**config.mk**
```make
export PLATFORM = sky130hd
export DESIGN_NAME = dcls_bist_scheduler
export DESIGN_NICKNAME = d
export VERILOG_FILES = /design/src/rtl/dcls_bist_scheduler.sv
export SDC_FILE = /design/constraint.sdc
export NUM_CORES = 1
export LEC_CHECK = 0
export CAP_MARGIN = 25
export CORE_UTILIZATION = 49
export CTS_CLUSTER_SIZE = 10
export DETAILED_ROUTE_END_ITERATION = 6
export PLACE_DENSITY = 0.87
export SLEW_MARGIN = 20
export SYNTH_ARGS = -nofsm -noshare
export SYNTH_HDL_FRONTEND = slang
export SYNTH_SLANG_ARGS = --single-unit
```
**constraint.sdc**
```tcl
create_clock -name CLK -period 2.5 [get_ports CLK]
set_input_delay 0.25 -clock CLK [delete_from_list [all_inputs] [get_ports CLK]]
set_output_delay 0.25 -clock CLK [all_outputs]
set_load 0.01 [all_outputs]
```
**src/rtl/dcls_bist_scheduler.sv**
```systemverilog
// dcls_bist_scheduler
// Sequences a dual-core lockstep comparator: enables it, periodically runs a
// fault-injection self-test of TEST_LEN cycles, checks that every injected
// (tagged) cycle was flagged, and counts untagged (real) comparator errors.
// Optional feature: define DCLS_BIST_SCHED_PAIR_CHECK_EN to enable the
// ERR_DCLS / ERR_DCLS_B complement check driving PAIR_FAULT.
module dcls_bist_scheduler #(
  parameter int DATA_WIDTH    = 32,
  parameter int NUM_OR_STAGES = 0,
  parameter int PERIOD_W      = 16,
  parameter int CNT_W         = 8
) (
  input  logic                CLK,
  input  logic                RESETN,
  input  logic                CFG_ENABLE,
  input  logic [PERIOD_W-1:0] CFG_PERIOD,
  input  logic                START_REQ,
  input  logic                FAIL_CLR,
  input  logic                ERR_DCLS,
  input  logic                ERR_DCLS_B,
  input  logic                IS_FIERR_OUT,
  output logic                ENERR_DCLS,
  output logic                FIERR_DCLS,
  output logic                BIST_BUSY,
  output logic                BIST_DONE,
  output logic                BIST_FAIL,
  output logic                PAIR_FAULT,
  output logic                REAL_ERR,
  output logic [CNT_W-1:0]    REAL_ERR_CNT
);

  localparam int TEST_LEN = 2 * DATA_WIDTH;
  localparam int LAT      = NUM_OR_STAGES + 2;
  localparam int HIT_W    = $clog2(TEST_LEN + 1);
  localparam int SEQ_W    = $clog2(TEST_LEN + LAT + 2);

  typedef enum logic [2:0] {
    ST_IDLE   = 3'd0,
    ST_ARM    = 3'd1,
    ST_NORMAL = 3'd2,
    ST_TEST   = 3'd3,
    ST_DRAIN  = 3'd4
  } state_t;

  state_t              state_q, state_d;
  logic                init_q, init_d;
  logic [SEQ_W-1:0]    seq_q, seq_d;
  logic [PERIOD_W-1:0] per_q, per_d;
  logic                pend_q, pend_d;
  logic [HIT_W-1:0]    hit_q, hit_d;
  logic                miss_q, miss_d;
  logic                enerr_q, enerr_d;
  logic                fierr_q, fierr_d;
  logic                busy_q, busy_d;
  logic                done_q, done_d;
  logic                fail_q, fail_d;
  logic                pair_q, pair_d;
  logic                rerr_q, rerr_d;
  logic [CNT_W-1:0]    rcnt_q, rcnt_d;

  logic                tag_s;
  logic                active_s;
  logic                enter_test_s;
  logic                fail_set_s;
  logic [HIT_W-1:0]    hit_next_s;
  logic                miss_next_s;

  // Self-test evidence for the current cycle: tagged hits and tagged misses.
  always_comb begin
    tag_s       = 1'b0;
    hit_next_s  = hit_q;
    miss_next_s = miss_q;
    if ((state_q == ST_TEST) || (state_q == ST_DRAIN)) begin
      tag_s = IS_FIERR_OUT;
    end else begin
      tag_s = 1'b0;
    end
    if (tag_s && ERR_DCLS && (hit_q != {HIT_W{1'b1}})) begin
      hit_next_s = hit_q + HIT_W'(1);
    end else begin
      hit_next_s = hit_q;
    end
    miss_next_s = miss_q | (tag_s & ~ERR_DCLS);
  end

  // Sequencer: next state, phase counter, period counter and pending request.
  always_comb begin
    state_d    = state_q;
    seq_d      = seq_q;
    per_d      = per_q;
    pend_d     = pend_q;
    done_d     = 1'b0;
    fail_set_s = 1'b0;
    init_d     = 1'b1;
    if (!CFG_ENABLE) begin
      // Disabling abandons any test silently; sticky results are untouched.
      state_d = ST_IDLE;
      pend_d  = 1'b0;
    end else begin
      case (state_q)
        ST_IDLE: begin
          pend_d = 1'b0;
          // init_q holds IDLE for the first cycle after reset release.
          if (init_q) begin
            state_d = ST_ARM;
            seq_d   = SEQ_W'(LAT - 1);
          end else begin
            state_d = ST_IDLE;
          end
        end
        ST_ARM: begin
          if (seq_q == SEQ_W'(0)) begin
            state_d = ST_NORMAL;
            per_d   = CFG_PERIOD;
          end else begin
            seq_d = seq_q - SEQ_W'(1);
          end
        end
        ST_NORMAL: begin
          // A zero period never self-triggers; only requests start a test.
          if (START_REQ || pend_q || (per_q == PERIOD_W'(1))) begin
            state_d = ST_TEST;
            seq_d   = SEQ_W'(TEST_LEN - 1);
            pend_d  = 1'b0;
          end else if (per_q != PERIOD_W'(0)) begin
            per_d = per_q - PERIOD_W'(1);
          end else begin
            per_d = per_q;
          end
        end
        ST_TEST: begin
          pend_d = pend_q | START_REQ;
          if (seq_q == SEQ_W'(0)) begin
            state_d = ST_DRAIN;
            seq_d   = SEQ_W'(LAT);
          end else begin
            seq_d = seq_q - SEQ_W'(1);
          end
        end
        ST_DRAIN: begin
          pend_d = pend_q | START_REQ;
          if (seq_q == SEQ_W'(0)) begin
            state_d    = ST_NORMAL;
            per_d      = CFG_PERIOD;
            done_d     = 1'b1;
            fail_set_s = (hit_next_s != HIT_W'(TEST_LEN)) | miss_next_s;
          end else begin
            seq_d = seq_q - SEQ_W'(1);
          end
        end
        default: begin
          state_d = ST_IDLE;
          pend_d  = 1'b0;
        end
      endcase
    end
  end

  // Registered outputs, evidence counters, real-error and sticky flag updates.
  always_comb begin
    enter_test_s = (state_q != ST_TEST) && (state_d == ST_TEST);
    enerr_d      = (state_d != ST_IDLE);
    fierr_d      = (state_d == ST_TEST);
    busy_d       = (state_d == ST_TEST) || (state_d == ST_DRAIN);
    active_s     = (state_q == ST_NORMAL) || (state_q == ST_TEST) || (state_q == ST_DRAIN);
    rerr_d       = ERR_DCLS & ~IS_FIERR_OUT & active_s;
    if (enter_test_s) begin
      hit_d  = {HIT_W{1'b0}};
      miss_d = 1'b0;
    end else begin
      hit_d  = hit_next_s;
      miss_d = miss_next_s;
    end
    // An error event in the same cycle as FAIL_CLR takes precedence.
    if (rerr_d) begin
      if (rcnt_q != {CNT_W{1'b1}}) begin
        rcnt_d = rcnt_q + CNT_W'(1);
      end else begin
        rcnt_d = rcnt_q;
      end
    end else if (FAIL_CLR) begin
      rcnt_d = {CNT_W{1'b0}};
    end else begin
      rcnt_d = rcnt_q;
    end
    if (fail_set_s) begin
      fail_d = 1'b1;
    end else if (FAIL_CLR) begin
      fail_d = 1'b0;
    end else begin
      fail_d = fail_q;
    end
  end

`ifdef DCLS_BIST_SCHED_PAIR_CHECK_EN
  logic pair_set_s;

  // ERR and ERR_B must always be complements once the comparator is enabled.
  always_comb begin
    pair_set_s = (state_q != ST_IDLE) && (ERR_DCLS == ERR_DCLS_B);
    if (pair_set_s) begin
      pair_d = 1'b1;
    end else if (FAIL_CLR) begin
      pair_d = 1'b0;
    end else begin
      pair_d = pair_q;
    end
  end
`else
  logic unused_err_b_s;
  assign unused_err_b_s = ERR_DCLS_B;

  // Pair check not built: the flag never sets.
  always_comb begin
    pair_d = 1'b0;
  end
`endif

  // State and output registers with asynchronous active-low reset.
  always_ff @(posedge CLK or negedge RESETN) begin
    if (!RESETN) begin
      state_q <= ST_IDLE;
      init_q  <= 1'b0;
      seq_q   <= {SEQ_W{1'b0}};
      per_q   <= {PERIOD_W{1'b0}};
      pend_q  <= 1'b0;
      hit_q   <= {HIT_W{1'b0}};
      miss_q  <= 1'b0;
      enerr_q <= 1'b0;
      fierr_q <= 1'b0;
      busy_q  <= 1'b0;
      done_q  <= 1'b0;
      fail_q  <= 1'b0;
      pair_q  <= 1'b0;
      rerr_q  <= 1'b0;
      rcnt_q  <= {CNT_W{1'b0}};
    end else begin
      state_q <= state_d;
      init_q  <= init_d;
      seq_q   <= seq_d;
      per_q   <= per_d;
      pend_q  <= pend_d;
      hit_q   <= hit_d;
      miss_q  <= miss_d;
      enerr_q <= enerr_d;
      fierr_q <= fierr_d;
      busy_q  <= busy_d;
      done_q  <= done_d;
      fail_q  <= fail_d;
      pair_q  <= pair_d;
      rerr_q  <= rerr_d;
      rcnt_q  <= rcnt_d;
    end
  end

  assign ENERR_DCLS   = enerr_q;
  assign FIERR_DCLS   = fierr_q;
  assign BIST_BUSY    = busy_q;
  assign BIST_DONE    = done_q;
  assign BIST_FAIL    = fail_q;
  assign PAIR_FAULT   = pair_q;
  assign REAL_ERR     = rerr_q;
  assign REAL_ERR_CNT = rcnt_q;

endmodule

```
# Word-level counts from Yosys, hierarchy flattened
# Cells that the tools add are included.
[totals]
word_cells = 102
out_inout_bits = 15
register_bits = 50
inputBits = 24
[classes]
bitwise = 8
n_addsub = 4
n_eq_ne = 20
reduce_logical = 23
mux = 33
[op_table]
columns = ["operator", "count"]
rows = [
  ["16-bit 2-to-1 mux", 3],
  ["7-bit 2-to-1 mux", 6],
  ["16-bit one-hot mux with 2 select lines", 1],
  ["7-bit one-hot mux with 4 select lines", 1],
  ["8-bit 2-to-1 mux", 3],
  ["16-bit by 1-bit equality test with 1-bit output (second input constant)", 1],
  ["16-bit nonzero test", 1],
  ["16-bit by 1-bit subtractor with 16-bit output (second input constant)", 1],
  ["7-bit inequality test (second input constant)", 2],
  ["1-bit 2-to-1 mux", 13],
  ["3-bit 2-to-1 mux", 4],
  ["2-bit inequality test (second input constant)", 6],
  ["3-bit one-hot mux with 4 select lines", 1],
  ["5-bit AND reduction", 2],
  ["3-bit by 2-bit equality test with 1-bit output (second input constant)", 3],
  ["8-bit by 1-bit adder with 8-bit output (second input constant)", 1],
  ["8-bit inequality test (second input constant)", 1],
  ["7-bit by 1-bit adder with 7-bit output (second input constant)", 1],
  ["7-bit zero test", 1],
  ["7-bit by 1-bit subtractor with 7-bit output (second input constant)", 1],
  ["3-bit equality test (second input constant)", 2],
  ["1-bit logical OR", 6],
  ["2-bit nonzero test", 3],
  ["2-bit by 1-bit inequality test with 1-bit output (second input constant)", 2],
  ["other kinds (13)", 22],
]

# Logic depth before layout (Yosys ltp)
[logic_depth]
ltp_word = 12
depth_mapped = 8
depth_no_buf = 7

# Least setup slack after synthesis
# OpenSTA, ideal clock, no wires.
[synth_timing]
kind = "register to register"
from = "register per_q[10]"
to = "register per_q[6]"
slack_ps = 106
required_ps = 2378
synth_period_minus_slack_ps = 2394
path_buffers = 1
setup_time_ps = 122
stages_incl_launch_ff = 7
t_arrival_ps = 2272
path_cell_list = "dfrtp_1 > or4_4 > or4_4 > o31a_1 > or2_0 > clkbuf_1 > a32o_1"
[synth_via]
elab_chain_len = 4
word_cells_on_any_way = 6
classes_between = "eq/ne (3); reduce/logical (3)"
[synth_rtl]
columns = ["item", "line_no", "text"]
rows = [
  ["start, declared", "48", "logic [PERIOD_W-1:0] per_q, per_d;"],
  ["start signal, assigned", "225", "per_q <= {PERIOD_W{1'b0}};"],
  ["start signal, assigned", "241", "per_q <= per_d;"],
  ["16-bit by 1-bit equality test with 1-bit output", "121", "if (START_REQ || pend_q || (per_q == PERIOD_W'(1))) begin"],
  ["1-bit logical OR", "121", ""],
  ["2-bit inequality test (no source line)", "--", ""],
  ["5-bit AND reduction (no source line) *", "--", ""],
]
# Mark *: on every way between the ends. The rest lies on a longest branch, timed or not.
# A chain may end at the register's enable or synchronous reset.

# Worst setup path after layout
[layout_timing]
from = "register per_q[11]"
to = "register per_q[2]"
# Same word-level chain as after synthesis.

==> flow_summary.json <==
{
  "outcome": "finished clean",
  "grt_pass1_vias": 2599,
  "intPower_uw": 1530,
  "yosysUniqueCellTypes": 63,
  "final_common_cell": "dfrtp_1",
  "required_ns": 2.73,
  "hold_violations": 0,
  "final_cell_mix": "50 x dfrtp_1, 35 x clkdlybuf4s50_1, 32 x buf_4",
  "vdd_ir_drop_max_uv": 314,
  "synth_edf_count": 0,
  "numCtsBuffers": 5,
  "insertion_delay_ns": 0.31,
  "path_cells": "or4_4 > or4_4 > o31a_1 > or2_4 > buf_4 > o221ai_1",
  "clockRootBuffer": "clkbuf_8",
  "drc": 0,
  "maxSlewViolCount": 0,
  "yosysWarnings": 0,
  "grt-ovfl-total": 0,
  "h-tree-depth": 2,
  "tritoncts": "done",
  "async_reset_ff_frac": 1.00,
  "fin_tns_setup_ns": 0,
  "max_freq_mhz": 409,
  "hold_ws_ns": 0.505,
  "max_slew_margin": 0.548,
  "area_growth_pct": 24.9,
  "antenna_cells": 0,
  "fin_nets": 425,
  "period_share": 0.977,
  "drt_iter0_drc": 199,
  "synth-seq-area-share": 0.412,
  "clock-skew-final_ns": 0.00580,
  "seq_power_share": 0.441,
  "sw_frac_of_total": 0.360,
  "setup_viol": 0,
  "period_minus_slack_ns": 2.44,
  "worst_slew_pin_slew_ns": 0.679,
  "power.leakage_uw": 0.00171,
  "die_x_um": 80.7,
  "cts.sinks": 50,
  "die_h_um": 80.7,
  "vias_per_cell": 6.17,
  "pwr-share-comb": 0.353,
  "drtAntennaViolNets": 0,
  "syn_inst": 336,
  "grt_pass1_wl_um": 11500,
  "cpMostUsedCell": "or4_4",
  "path_class": "reg -> reg",
  "hold_class": "in -> async",
  "ys_ff_latch": 50,
  "grt_use_total": 0.229,
  "gp_congestion": 0.867,
  "start_util": 0.509,
  "p_total_uw": 2390,
  "placed_cell_area_mm2": 0.00364,
  "clkTransAtPathRegs_ns": 0.10,
  "core-area_mm2": 0.00596,
  "cap_violations": 0,
  "antenna_found_initial": 0,
  "wl_per_cell_um": 15.5,
  "cpMaxStageDelayCell": "or4_4",
  "worstReg2RegEnd": "per_q[2]",
  "crit_path_max_incr_delay_ns": 0.56,
  "end_kind": "register",
  "rr_worst_depth": 6,
  "drtPass1Iterations": 5,
  "syn_area_per_cell_um2": 9.03,
  "syn_nets": 366,
  "critPathArrivalTime_ns": 2.67,
  "path_max_fanout": 6,
  "port_buffers": 36,
  "synth-main-ff-cell": "dfrtp_1",
  "row_count": 28,
  "netlist_area_mm2": 0.00303,
  "grt_max_degree": 31,
  "crit_path_start_kind": "register",
  "io_pins": 39,
  "die_area_mm2": 0.00651,
  "p_sw_uw": 860,
  "wirelength_um": 7290,
  "dpl.hpwl_um": 5260,
  "reg2reg_from": "per_q[11]",
  "drive_gt1_frac": 0.152,
  "design_area_mm2": 0.00379,
  "rrSetupSlack_ns": 0.06,
  "dr_total_vias": 2905,
  "clockBufferDepth": 2,
  "power_density_mw_per_mm2": 630,
  "power.share.clock": 0.206
}
what timing repair did:
action	in CTS	in global routing
resized for setup	1	8
hold buffers	1	0
hold endpoints to repair	28	0
setup buffers	0	2
setup endpoints to repair	5	10
pin swaps	1	3
layout make-up:
class | instances | area, µm²
Fill cell | 507 | 2170
Multi-Input combinational cell | 251 | 1670
Sequential cell | 50 | 1250
Timing Repair Buffer | 70 | 617
Tap cell | 75 | 93.8
Clock buffer | 5 | 68.8
Inverter | 17 | 63.8
Clock inverter | 3 | 21.3
sequential cells by signal (all words and copies together) (netlist names), 3 cells and up:
register      flops
hit_q             7
REAL_ERR_CNT      8
seq_q             7
per_q            16
state_q           3
metrics by stage:
stage / util / cells / worst slack [ns]
5_1_grt: 0.636 / 471 / -0.00215
3_3_place_gp: 0.612 / 460 / 0.0394
3_5_place_dp: 0.612 / 460 / -0.0162
6_report: 0.636 / 471 / 0.0567
4_1_cts: 0.628 / 469 / 0.0155
2_1_floorplan: - / 336 / 0.106
kinds of logic (layout without fill, tap and decap cells):
| logic type | after synthesis | after routing | synth area share |
|---|---|---|---|
| AO/OA/AOI/OAI | 101 | 101 | 0.237 |
| XOR/XNOR | 8 | 8 | 0.0231 |
| adder cells (fa/ha/maj) | 6 | 6 | 0.0247 |
| buffers and inverters | 35 | 95 | 0.0454 |
| flip-flops | 50 | 50 | 0.412 |
| multiplexers | 8 | 8 | 0.0280 |
| other | 2 | 2 | 0.00248 |
| AND/OR/NAND/NOR | 126 | 126 | 0.227 |
critical path, delay by kind of cell (launching register included):
kind	cells	cell delay, ns
AOI/OAI and AO/OA	2	0.54
DFF	1	0.38
and+or+nand+nor	3	1.29
buffers and inverters	1	0.15
power groups by stage:
stage | clock (µW) | sequential [µW] | combinational (µW)
floorplan | 0 | 1040 | 519
global route | 528 | 1070 | 923
CTS | 492 | 1050 | 805
finish | 491 | 1050 | 843
global placement | 0 | 1050 | 772
detailed placement | 0 | 1060 | 794
worst max path at each step:
stage                to       from
6_report       per_q[2]  per_q[11]
5_1_grt        per_q[4]  per_q[11]
4_1_cts        seq_q[1]   seq_q[0]
3_5_place_dp   per_q[8]  per_q[11]
3_3_place_gp   per_q[2]  per_q[11]
2_1_floorplan  per_q[6]  per_q[10]
per-layer routing:
metal / vias to the layer above / part of all wire / GRT usage
li1: 1383 / - / -
met2: 139 / 0.47 / 0.374
met5: - / 0 / 0
met1: 1359 / 0.45 / 0.297
met4: 0 / 0.029 / 0.0946
met3: 24 / 0.058 / 0.0409
cell usage after synthesis, types with 2 or more instances:
| library cell | number | area (µm²) |
|---|---|---|
| nor2b_1 | 2 | 12.5 |
| dfrtp_1 | 50 | 1250 |
| o41ai_1 | 2 | 17.5 |
| nor3_1 | 14 | 70.1 |
| ha_1 | 6 | 75.1 |
| a211oi_1 | 2 | 15.0 |
| a22o_1 | 5 | 43.8 |
| a211o_1 | 3 | 26.3 |
| o211ai_1 | 6 | 45.0 |
| nor2_1 | 30 | 113 |
| nand2_1 | 18 | 67.6 |
| inv_1 | 17 | 63.8 |
| clkbuf_1 | 15 | 56.3 |
| o21ai_0 | 19 | 95.1 |
| xnor2_1 | 4 | 35.0 |
| mux2i_1 | 4 | 40.0 |
| or3_1 | 4 | 25.0 |
| xor2_1 | 4 | 35.0 |
| a22oi_1 | 3 | 22.5 |
| o22ai_1 | 4 | 25.0 |
| or4_4 | 2 | 22.5 |
| nor3b_1 | 7 | 52.6 |
| nor4b_1 | 2 | 17.5 |
| a21boi_0 | 2 | 15.0 |
| and3_1 | 12 | 75.1 |
| or3b_2 | 2 | 17.5 |
| nand2b_1 | 5 | 31.3 |
| buf_2 | 2 | 10.0 |
| and2_1 | 3 | 18.8 |
| o221ai_1 | 10 | 87.6 |
| conb_1 | 2 | 7.51 |
| a21o_1 | 3 | 22.5 |
| a31oi_1 | 4 | 25.0 |
| mux2_2 | 4 | 45.0 |
| o2bb2ai_1 | 8 | 70.1 |
| nand4_1 | 3 | 18.8 |
| or2_2 | 2 | 12.5 |
| a2bb2oi_1 | 2 | 17.5 |
| nand3_1 | 6 | 30.0 |
| nor4_1 | 7 | 43.8 |
| a21oi_1 | 14 | 70.1 |
Power figures use the tool's default switching activity.
